**config.mk**
```make
export PLATFORM = sky130hd
export DESIGN_NAME = cos_req_sequencer
export DESIGN_NICKNAME = d
export VERILOG_FILES = /design/src/rtl/cos_req_sequencer.sv
export SDC_FILE = /design/constraint.sdc
export NUM_CORES = 1
export LEC_CHECK = 0
export BUFFER_PORTS_ARGS = -buffer_cell sky130_fd_sc_hd__buf_2
export CAP_MARGIN = 0
export CORE_AREA = 3 3 83 85
export DETAILED_ROUTE_END_ITERATION = 8
export DIE_AREA = 0 0 86 88
export PLACE_DENSITY = 0.75
export SLEW_MARGIN = 20
export SYNTH_ARGS = -nofsm -noshare
export SYNTH_HDL_FRONTEND = slang
export SYNTH_SLANG_ARGS = --single-unit
```
**constraint.sdc**
```tcl
create_clock -name clk -period 1.8 [get_ports clk]
set_input_delay 0.18 -clock clk [delete_from_list [all_inputs] [get_ports clk]]
set_output_delay 0.18 -clock clk [all_outputs]
set_load 0.02 [all_outputs]
```
**src/rtl/cos_req_sequencer.sv**
```systemverilog
// Initiator for the cosine engine start/done handshake: request in, start pulse, result out.
// Optional engine timeout abort is compiled in when COS_SEQ_TIMEOUT_EN is defined.
module cos_req_sequencer #(
    parameter int DATA_W         = 16,
    parameter int SETUP_CYCLES   = 2,
    parameter int TIMEOUT_CYCLES = 1023
) (
    input  logic              clk,
    input  logic              rst,
    input  logic              in_valid,
    output logic              in_ready,
    input  logic [DATA_W-1:0] in_angle,
    output logic              core_start,
    output logic              core_hold,
    input  logic              core_done,
    output logic [DATA_W-1:0] core_x,
    input  logic [DATA_W-1:0] core_result,
    output logic              out_valid,
    input  logic              out_ready,
    output logic [DATA_W-1:0] out_result,
    output logic              out_err,
    output logic              busy,
    output logic [15:0]       op_count
);

    // state       | meaning
    // S_IDLE      | waiting for a request while the engine reports done
    // S_START     | one-cycle start pulse, operand already on core_x
    // S_WAIT_BUSY | waiting for the engine to drop done
    // S_WAIT_DONE | waiting for the engine to raise done again
    // S_RESP      | result held until the consumer accepts it
    localparam logic [2:0] S_IDLE      = 3'd0;
    localparam logic [2:0] S_START     = 3'd1;
    localparam logic [2:0] S_WAIT_BUSY = 3'd2;
    localparam logic [2:0] S_WAIT_DONE = 3'd3;
    localparam logic [2:0] S_RESP      = 3'd4;

    logic [2:0]        r_state;
    logic [3:0]        r_setup_cnt;
    logic [DATA_W-1:0] r_x;
    logic [DATA_W-1:0] r_result;
    logic              r_valid;
    logic              r_start;
    logic [15:0]       r_ops;

    logic w_waiting;
    logic w_accept;
    logic w_handshake;
    logic w_done_rise;
    logic w_expire;

    assign w_waiting   = (r_state == S_WAIT_BUSY) || (r_state == S_WAIT_DONE);
    assign w_accept    = (r_state == S_IDLE) && in_valid && core_done;
    assign w_handshake = (r_state == S_RESP) && r_valid && out_ready;
    assign w_done_rise = (r_state == S_WAIT_DONE) && core_done;

`ifdef COS_SEQ_TIMEOUT_EN
    localparam int TO_W = $clog2(TIMEOUT_CYCLES + 1);

    logic [TO_W-1:0] r_to_cnt;
    logic            r_err;

    // Expiry is flagged on the last counted wait cycle so RESP starts exactly TIMEOUT_CYCLES in.
    assign w_expire = w_waiting && (r_to_cnt == TO_W'(TIMEOUT_CYCLES - 1));
    assign out_err  = r_err;

    always_ff @(posedge clk or posedge rst) begin
        if (rst) begin
            r_to_cnt <= '0;
            r_err    <= 1'b0;
        end else if (r_state == S_START) begin
            r_to_cnt <= '0;
        end else if (w_waiting) begin
            r_to_cnt <= r_to_cnt + 1'b1;
            if (w_done_rise)
                r_err <= 1'b0;
            else if (w_expire)
                r_err <= 1'b1;
        end else if (w_handshake) begin
            r_err <= 1'b0;
        end
    end
`else
    logic w_unused_timeout;

    assign w_unused_timeout = (TIMEOUT_CYCLES != 0);
    assign w_expire         = 1'b0;
    assign out_err          = 1'b0;
`endif

    always_ff @(posedge clk or posedge rst) begin
        if (rst) begin
            r_state     <= S_IDLE;
            r_setup_cnt <= '0;
            r_x         <= '0;
            r_result    <= '0;
            r_valid     <= 1'b0;
            r_start     <= 1'b0;
            r_ops       <= '0;
        end else begin
            r_start <= 1'b0;
            case (r_state)
                S_IDLE: begin
                    if (w_accept) begin
                        r_x     <= in_angle;
                        r_start <= 1'b1;
                        r_state <= S_START;
                    end
                end
                S_START: begin
                    r_setup_cnt <= 4'(SETUP_CYCLES);
                    r_state     <= S_WAIT_BUSY;
                end
                S_WAIT_BUSY, S_WAIT_DONE: begin
                    if (r_setup_cnt != 4'd0)
                        r_setup_cnt <= r_setup_cnt - 4'd1;
                    if (w_done_rise) begin
                        r_result    <= core_result;
                        r_valid     <= 1'b1;
                        r_setup_cnt <= '0;
                        r_state     <= S_RESP;
                    end else if (w_expire) begin
                        r_result    <= '0;
                        r_valid     <= 1'b1;
                        r_setup_cnt <= '0;
                        r_state     <= S_RESP;
                    end else if ((r_state == S_WAIT_BUSY) && !core_done) begin
                        r_state <= S_WAIT_DONE;
                    end
                end
                S_RESP: begin
                    if (w_handshake) begin
                        r_valid <= 1'b0;
                        r_ops   <= r_ops + 16'd1;
                        r_state <= S_IDLE;
                    end
                end
                default: r_state <= S_IDLE;
            endcase
        end
    end

    assign in_ready   = (r_state == S_IDLE) && core_done;
    assign busy       = (r_state != S_IDLE);
    assign core_hold  = w_waiting && (r_setup_cnt != 4'd0);
    assign core_start = r_start;
    assign core_x     = r_x;
    assign out_valid  = r_valid;
    assign out_result = r_result;
    assign op_count   = r_ops;

endmodule

```
Word-level counts from Yosys, hierarchy flattened
Index checks and enable logic that the tools add are counted.
{"block": "totals", "in_bits": 37, "word_cells": 53, "reg_bits": 57, "output_inout_bits": 54}
{"block": "classes", "reduce_logical": 22, "n_eq_ne": 9, "mux": 13, "add_sub_neg": 2}
{"op": "adder 16 x 1 -> 16 bit (second input constant)", "count": 1}
{"op": "two-way mux 3 bit", "count": 4}
{"op": "case mux 3 bit (4 select lines)", "count": 1}
{"op": "logical AND 1 bit", "count": 8}
{"op": "two-way mux 4 bit", "count": 2}
{"op": "case mux 4 bit (2 select lines)", "count": 1}
{"op": "AND reduction 2 bit", "count": 4}
{"op": "== test 3 x 2 -> 1 bit (second input constant)", "count": 2}
{"op": "inequality test 2 bit (second input constant)", "count": 3}
{"op": "inequality test 3 bit (second input constant)", "count": 2}
{"op": "AND reduction 3 bit", "count": 2}
{"op": "two-way mux 1 bit", "count": 4}
{"op": "nonzero test 2 bit", "count": 2}
{"op": "nonzero test 4 bit", "count": 1}
{"op": "subtractor 4 x 1 -> 4 bit (second input constant)", "count": 1}
{"op": "== test 3 x 1 -> 1 bit (second input constant)", "count": 1}
{"op": "== test 3 bit (second input constant)", "count": 1}
{"op": "logical NOT 3 bit", "count": 1}
{"op": "nonzero test 3 bit", "count": 1}
{"op": "case mux 1 bit (2 select lines)", "count": 1}
{"op": "OR reduction 2 bit", "count": 1}
{"op": "logical NOT 1 bit", "count": 1}
{"op": "logical OR 1 bit", "count": 1}

Logic depth before layout (Yosys ltp)
Gate-level depths: netlist of the first run.
{"block": "depth", "ltp_word": 5, "depth_mapped": 6, "ltp_nobuf": 6}

Worst setup path after synthesis of the first run
OpenSTA, ideal clock, no wires.
{"block": "synth_path", "path_kind": "register to register", "start": "reg r_state[2]", "end": "reg r_x[0] (netlist: core_x[0])", "n_path_buf": 2, "path_stages_with_launch": 6, "period_less_slack_ns": 1.695, "arrival_time_ns": 1.570, "setup_ns": 0.125, "slack_ns": 0.105, "required_ns": 1.675, "path_cell_list": "dfrtp_1 buf_6 or3_4 nor2_8 buf_12 mux2_4"}
{"block": "synth_via", "elab_chain_len": 4}
{"item": "from (decl)", "line_no": "38", "source": "logic [2:0] r_state;"}
{"item": "from (signal assigned)", "line_no": "93", "source": "r_state <= S_IDLE;"}
{"item": "from (signal assigned)", "line_no": "107", "source": "r_state <= S_START;"}
{"item": "from (signal assigned)", "line_no": "112", "source": "r_state <= S_WAIT_BUSY;"}
{"item": "logical NOT 3 bit (*)", "line_no": "53, 102"}
{"item": "logical AND 1 bit (2 in series)", "line_no": "53", "source": "assign w_accept = (r_state == S_IDLE) && in_valid && core_done;"}
{"item": "AND reduction 2 bit (no source line) (*)"}
{"item": "to (signal assigned)", "line_no": "105", "source": "r_x <= in_angle;"}
{"item": "to (decl)", "line_no": "40", "source": "logic [DATA_W-1:0] r_x;"}
Mark *: on every way between the ends. The rest lies on a longest branch, timed or not.
A chain may end at the register's enable or synchronous reset.

Final worst setup path of the first run
{"block": "layout_path", "start": "reg r_setup_cnt[1]", "end": "out core_hold"}
{"block": "layout_via", "elab_chain_len": 2}
{"item": "from (decl)", "line_no": "39", "source": "logic [3:0] r_setup_cnt;"}
{"item": "from (signal assigned)", "line_no": "111", "source": "r_setup_cnt <= 4'(SETUP_CYCLES);"}
{"item": "from (signal assigned)", "line_no": "116", "source": "r_setup_cnt <= r_setup_cnt - 4'd1;"}
{"item": "nonzero test 4 bit", "line_no": "145", "source": "assign core_hold = w_waiting && (r_setup_cnt != 4'd0);"}
{"item": "logical AND 1 bit", "line_no": "145"}
{"item": "to (decl)", "line_no": "14", "source": "output logic core_hold,"}
No other way between the ends.

==> results.tsv, run 1 <==
metric	value	unit
status	finished, final reports clean	
tightestPinTransition	0.500	ns
vias	1727	
post_drt_wl_per_cell	14.1	um
finalCriticalPeriod	1.78	ns
clkSinkCount	57	
drc	0	
async_flop_share	100	%
grt_usage	14.5	%
first_pass_iters	4	
dieArea	7570	sq um
finalHoldViolCount	0	
nets	324	
syn-cell-area	2470	sq um
ys_types	32	
dpl_cell_area	3010	sq um
netlist.area_leader.share	57.7	%
grt_setup_unrepaired	yes	
area_growth	32.1	%
cp_slowest_cell	dfrtp_1	
ys_seq_elements	57	
grt_pass1_vias	1780	
io_pins	91	
cts_made_buffers	9	
clk_pin_slew	0.07	ns
grt_pass1_wl	8540	um
syn_inst	180	
peakVddDrop	781	uV
endpoint_kind	output pin	
via_per_inst	4.72	
ys_seq_area_share	57.7	%
postSynthAreaPerCell	13.7	sq um
synth_warnings	0	
slew-limit-headroom	66.4	%
slew_viol_final	0	
power_density	1700	nW/um^2
root_buffer	clkbuf_8	
crit_chain	inv_2 > ha_4 > or3b_4 > and2_4 > buf_6	
cp_max_fo	2	
synth.top_cells.by_area	dfrtp_1 (58%), mux2_2 (11%), mux2_4 (5.5%)	
grt-ovfl-total	0	
drive_above_1_share	55.7	%
gp_congestion	0.785	
setup_violations	0	
timing.final.crit_share	99.0	%
worstPathRequired	1.62	ns
rows	29	
clk_latency	0.32	ns
yosys-top-cells-count	dfrtp_1 (57), mux2_2 (24), nand3_1 (11), xnor2_1 (11)	
die_w	86	um
crit_family	simple AND/OR/NAND/NOR gates	
cp.arrival	1.60	ns
grt_max_degree	58	
total_power	5550	uW
antenna_found_initial	0	
start_util	39.4	%
cp.buffers_inverters	2	
dpl.hpwl	3640	um
p_leak	0.00164	uW
layout_setup_ws	0.0182	ns
clockBufferDepth	2	
yosysTopAreaCell	dfrtp_1	
cts_htree_levels	3	
maxCapViolCount	0	
ant_nets	0	
worstHoldPathType	in -> reg	
wl	5160	um
core-area	6280	sq um
drt-initial-drc-count	72	
cpPeakStageDelay	0.39	ns
place_ws	0.0851	ns
portBuffers	89	
design_area	3270	sq um
crit_type	reg -> out	
cts_tree	done	
synth_edf_count	0	
fmax	561	MHz
antennaDiodeCount	0	
synth_top_flop_cell	dfrtp_1	
yosysMostFrequentCell	dfrtp_1	
synth.net_count	220	
fin_worst_skew	0.00731	ns
holdWs	0.0842	ns
startpoint_type	flip-flop	
dieHeight	88	um
## per-layer routing
layer	global-route usage (%)	vias to the layer above	part of all wire, %
met5	0	-	0
met4	7.19	0	1.8
met3	3.86	10	8.2
met2	23.7	68	49
met1	17.9	823	41
li1	-	826	-
## worst paths after layout
path,from,to,slack [ns],cells after the start
setup / recovery,r_setup_cnt[1],core_hold,0.02,5
hold / removal,in_angle[12],core_x[12],0.08,2
setup reg to reg,r_state[1],core_x[8],0.13,3
hold reg to reg,op_count[15],op_count[15],0.48,1
max in group asynchronous,rst,out_result[2],1.08,4
min in group asynchronous,rst,op_count[5],0.46,4
## flip-flops by register name, indices dropped and copies added, names as in the netlist
register     flops
out_valid        1
r_state          3
out_result      16
core_x          16
r_setup_cnt      4
op_count        16
core_start       1
## final cells by class
type                            count  area (sq um)
Fill cell                         557          3010
Sequential cell                    57          1430
Clock buffer                       11           141
Inverter                            6          22.5
Timing Repair Buffer               98           534
Multi-Input combinational cell    112           991
Tap cell                           77          96.3
Clock inverter                      5          55.1
## placed cells by master (no fill, tap or decap), types with 2 or more instances in the layout
master      count
nand2_1         9
nand4_1         5
nor2_4          2
nor4_2          3
clkinvlp_4      2
nor3_1          2
mux2_4          9
o21ai_0         2
nand3_1        11
clkinv_2        2
ha_1            2
xnor2_1        11
dfrtp_1        57
xor2_1          6
and3_1          4
buf_2          88
inv_2           3
inv_1           3
mux2i_1         2
nor2_1          7
mux2_2         24
buf_4           7
clkbuf_8       10
## where the power goes
part / internal [uW] / switching, uW / total [uW]
logic: 1060 / 1260 / 2320
registers: 1770 / 293 / 2060
clock network: 672 / 502 / 1170
total: 3500 / 2050 / 5550
## kinds of logic after synthesis
group	synth area share (%)
compound gates	0.607
xor+xnor	6.02
fa+ha+maj	1.52
buf+inv	2.98
flops	57.7
mux	17.2
other cells	0.152
simple gates	13.9
## repair_timing
action / in CTS / in global routing
buffers inserted: 3 / 1
hold buffers: 1 / 0
gates resized for setup: 7 / 1
endpoints found under the setup margin: 1 / 1
hold endpoints to repair: 57 / 0
pin swaps: 0 / 1
## per-stage QoR
step / instances / utilization [%] / setup TNS (ns)
6_report: 366 / 52.0 / 0
5_1_grt: 366 / 52.0 / -0.0377
4_1_cts: 365 / 51.8 / 0
3_5_place_dp: 345 / 47.9 / 0
3_3_place_gp: 345 / 47.9 / 0
2_1_floorplan: 180 / - / 0
Note: power is estimated with default switching activity, not from simulation.
==> run 2, diff against run 1 <==
--- a/config.mk
+++ b/config.mk
@@ -5,12 +5,14 @@
 export SDC_FILE = /design/constraint.sdc
 export NUM_CORES = 1
 export LEC_CHECK = 0
+export ABC_CLOCK_PERIOD_IN_PS = 1800
 export BUFFER_PORTS_ARGS = -buffer_cell sky130_fd_sc_hd__buf_2
 export CAP_MARGIN = 0
 export CORE_AREA = 3 3 83 85
 export DETAILED_ROUTE_END_ITERATION = 8
 export DIE_AREA = 0 0 86 88
 export PLACE_DENSITY = 0.75
+export RECOVER_POWER = 25
 export SLEW_MARGIN = 20
 export SYNTH_ARGS = -nofsm -noshare
 export SYNTH_HDL_FRONTEND = slang
==> results.tsv, run 2 (same netlist as run 1, synthesis figures left out) <==
metric	value	unit	change
status	finished, final reports clean		unchanged
worstPathRequired	1.62	ns	about the same
timing.final.crit_share	99.1	%	was 99.0%
fin_worst_skew	0.00774	ns	was 0.00731 ns
worstHoldPathType	in -> reg		unchanged
most-common-layout-cells	buf_2 (87), dfrtp_1 (57), mux2_2 (24)		was buf_2 (88), dfrtp_1 (57), mux2_2 (24)
grt_max_degree	58		unchanged
grt_setup_unrepaired	yes		unchanged
via_per_inst	4.75		was 4.72
cp_max_fo	2		unchanged
drt-initial-drc-count	70		was 72
cts_htree_levels	3		unchanged
area_growth	31.5	%	was 32.1%
tightestPinTransition	0.783	ns	was 0.500 ns
peakVddDrop	781	uV	about the same
clk_latency	0.33	ns	was 0.32 ns
die_w	86	um	unchanged
cp.buffers_inverters	2		unchanged
design_area	3250	sq um	was 3270 sq um
dieArea	7570	sq um	unchanged
p_leak	0.00163	uW	was 0.00164 uW
grt_pass1_vias	1780		unchanged
clockBufferDepth	2		unchanged
startpoint_type	flip-flop		unchanged
drive_above_1_share	55.0	%	was 55.7%
power_density	1700	nW/um^2	about the same
cts_made_buffers	9		unchanged
finalHoldViolCount	0		unchanged
cts_tree	done		unchanged
core-area	6280	sq um	unchanged
slew-limit-headroom	47.8	%	was 66.4%
grt-ovfl-total	0		unchanged
holdWs	0.0819	ns	was 0.0842 ns
drc	0		unchanged
clkSinkCount	57		unchanged
dp_cells	345		unchanged
cpPeakStageDelay	0.39	ns	about the same
crit_type	reg -> out		unchanged
post_drt_wl_per_cell	14.1	um	about the same
io_pins	91		unchanged
maxCapViolCount	0		unchanged
nets	324		unchanged
endpoint_kind	output pin		unchanged
dpl.hpwl	3640	um	unchanged
start_util	39.4	%	unchanged
antenna_found_initial	0		unchanged
antennaDiodeCount	0		unchanged
ant_nets	0		unchanged
fmax	560	MHz	was 561 MHz
place_ws	0.0851	ns	unchanged
portBuffers	89		unchanged
layout_commonest_cell	buf_2		unchanged
layout_setup_ws	0.0158	ns	was 0.0182 ns
crit_family	simple AND/OR/NAND/NOR gates		unchanged
slew_viol_final	0		unchanged
vias	1739		was 1727
clk_pin_slew	0.07	ns	about the same
cp_slowest_cell	dfrtp_1		unchanged
finalCriticalPeriod	1.78	ns	about the same
wl	5160	um	about the same
dpl_cell_area	3010	sq um	unchanged
setup_violations	0		unchanged
root_buffer	clkbuf_8		unchanged
crit_chain	inv_2 > ha_4 > or3b_4 > and2_4 > buf_6		unchanged
gp_congestion	0.785		unchanged
rows	29		unchanged
final_cells	366		unchanged
first_pass_iters	4		unchanged
grt_pass1_wl	8540	um	unchanged
grt_usage	14.5	%	unchanged
dieHeight	88	um	unchanged
cp.arrival	1.60	ns	about the same
-- run 2: repair_timing --
item	4_1_cts	5_1_grt
endpoints found under the setup margin	1	1
resized for setup	7	1
buffers inserted	3	1
pin swaps	0	1
hold buffers	1	0
endpoints found under the hold margin	57	0
-- run 2: area by class of cell --
class | instances | area [sq um]
Tap cell | 77 | 96.3
Timing Repair Buffer | 98 | 520
Inverter | 6 | 22.5
Sequential cell | 57 | 1430
Clock buffer | 11 | 141
Fill cell | 558 | 3020
Multi-Input combinational cell | 112 | 991
Clock inverter | 5 | 55.1
-- run 2: power by group --
| group | switching [uW] | internal (uW) |
|---|---|---|
| logic | 1260 | 1060 |
| registers | 292 | 1770 |
| clock network | 504 | 672 |
-- run 2: worst reg2reg max path, stage by stage (launching register included) --
cell and delay [ns]:
dfrtp_1 0.42, or3_4 0.43, nor2_8 0.32, mux2_2 0.38
-- run 2: through the flow --
| stage | utilization (%) | total power [uW] | TNS [ns] |
|---|---|---|---|
| after floorplan | - | 3600 | 0 |
| after global placement | 47.9 | 4200 | 0 |
| after detailed placement | 47.9 | 4290 | 0 |
| after CTS | 51.8 | 5600 | 0 |
| after global routing | 51.8 | 5920 | -0.0377 |
| final | 51.8 | 5550 | 0 |
-- run 2: routing by layer --
metal	vias to the layer above	GRT usage (%)	part of all wire, %
met5	-	0	0
met2	69	23.7	49
li1	824	-	-
met1	834	17.9	41
met3	12	3.86	8.3
met4	0	7.19	2.2
-- run 2: path summary, 6_finish.rpt --
kind / from / endpoint / slack [ns] / cells past startpoint
worst min register to register: op_count[15] / op_count[15] / 0.48 / 1
worst max register to register: r_state[1] / core_x[13] / 0.13 / 3
worst min-delay path: in_angle[12] / core_x[12] / 0.08 / 2
max in group asynchronous: rst / out_result[2] / 0.64 / 4
worst max-delay path: r_setup_cnt[1] / core_hold / 0.02 / 5
min in group asynchronous: rst / core_x[15] / 0.62 / 4
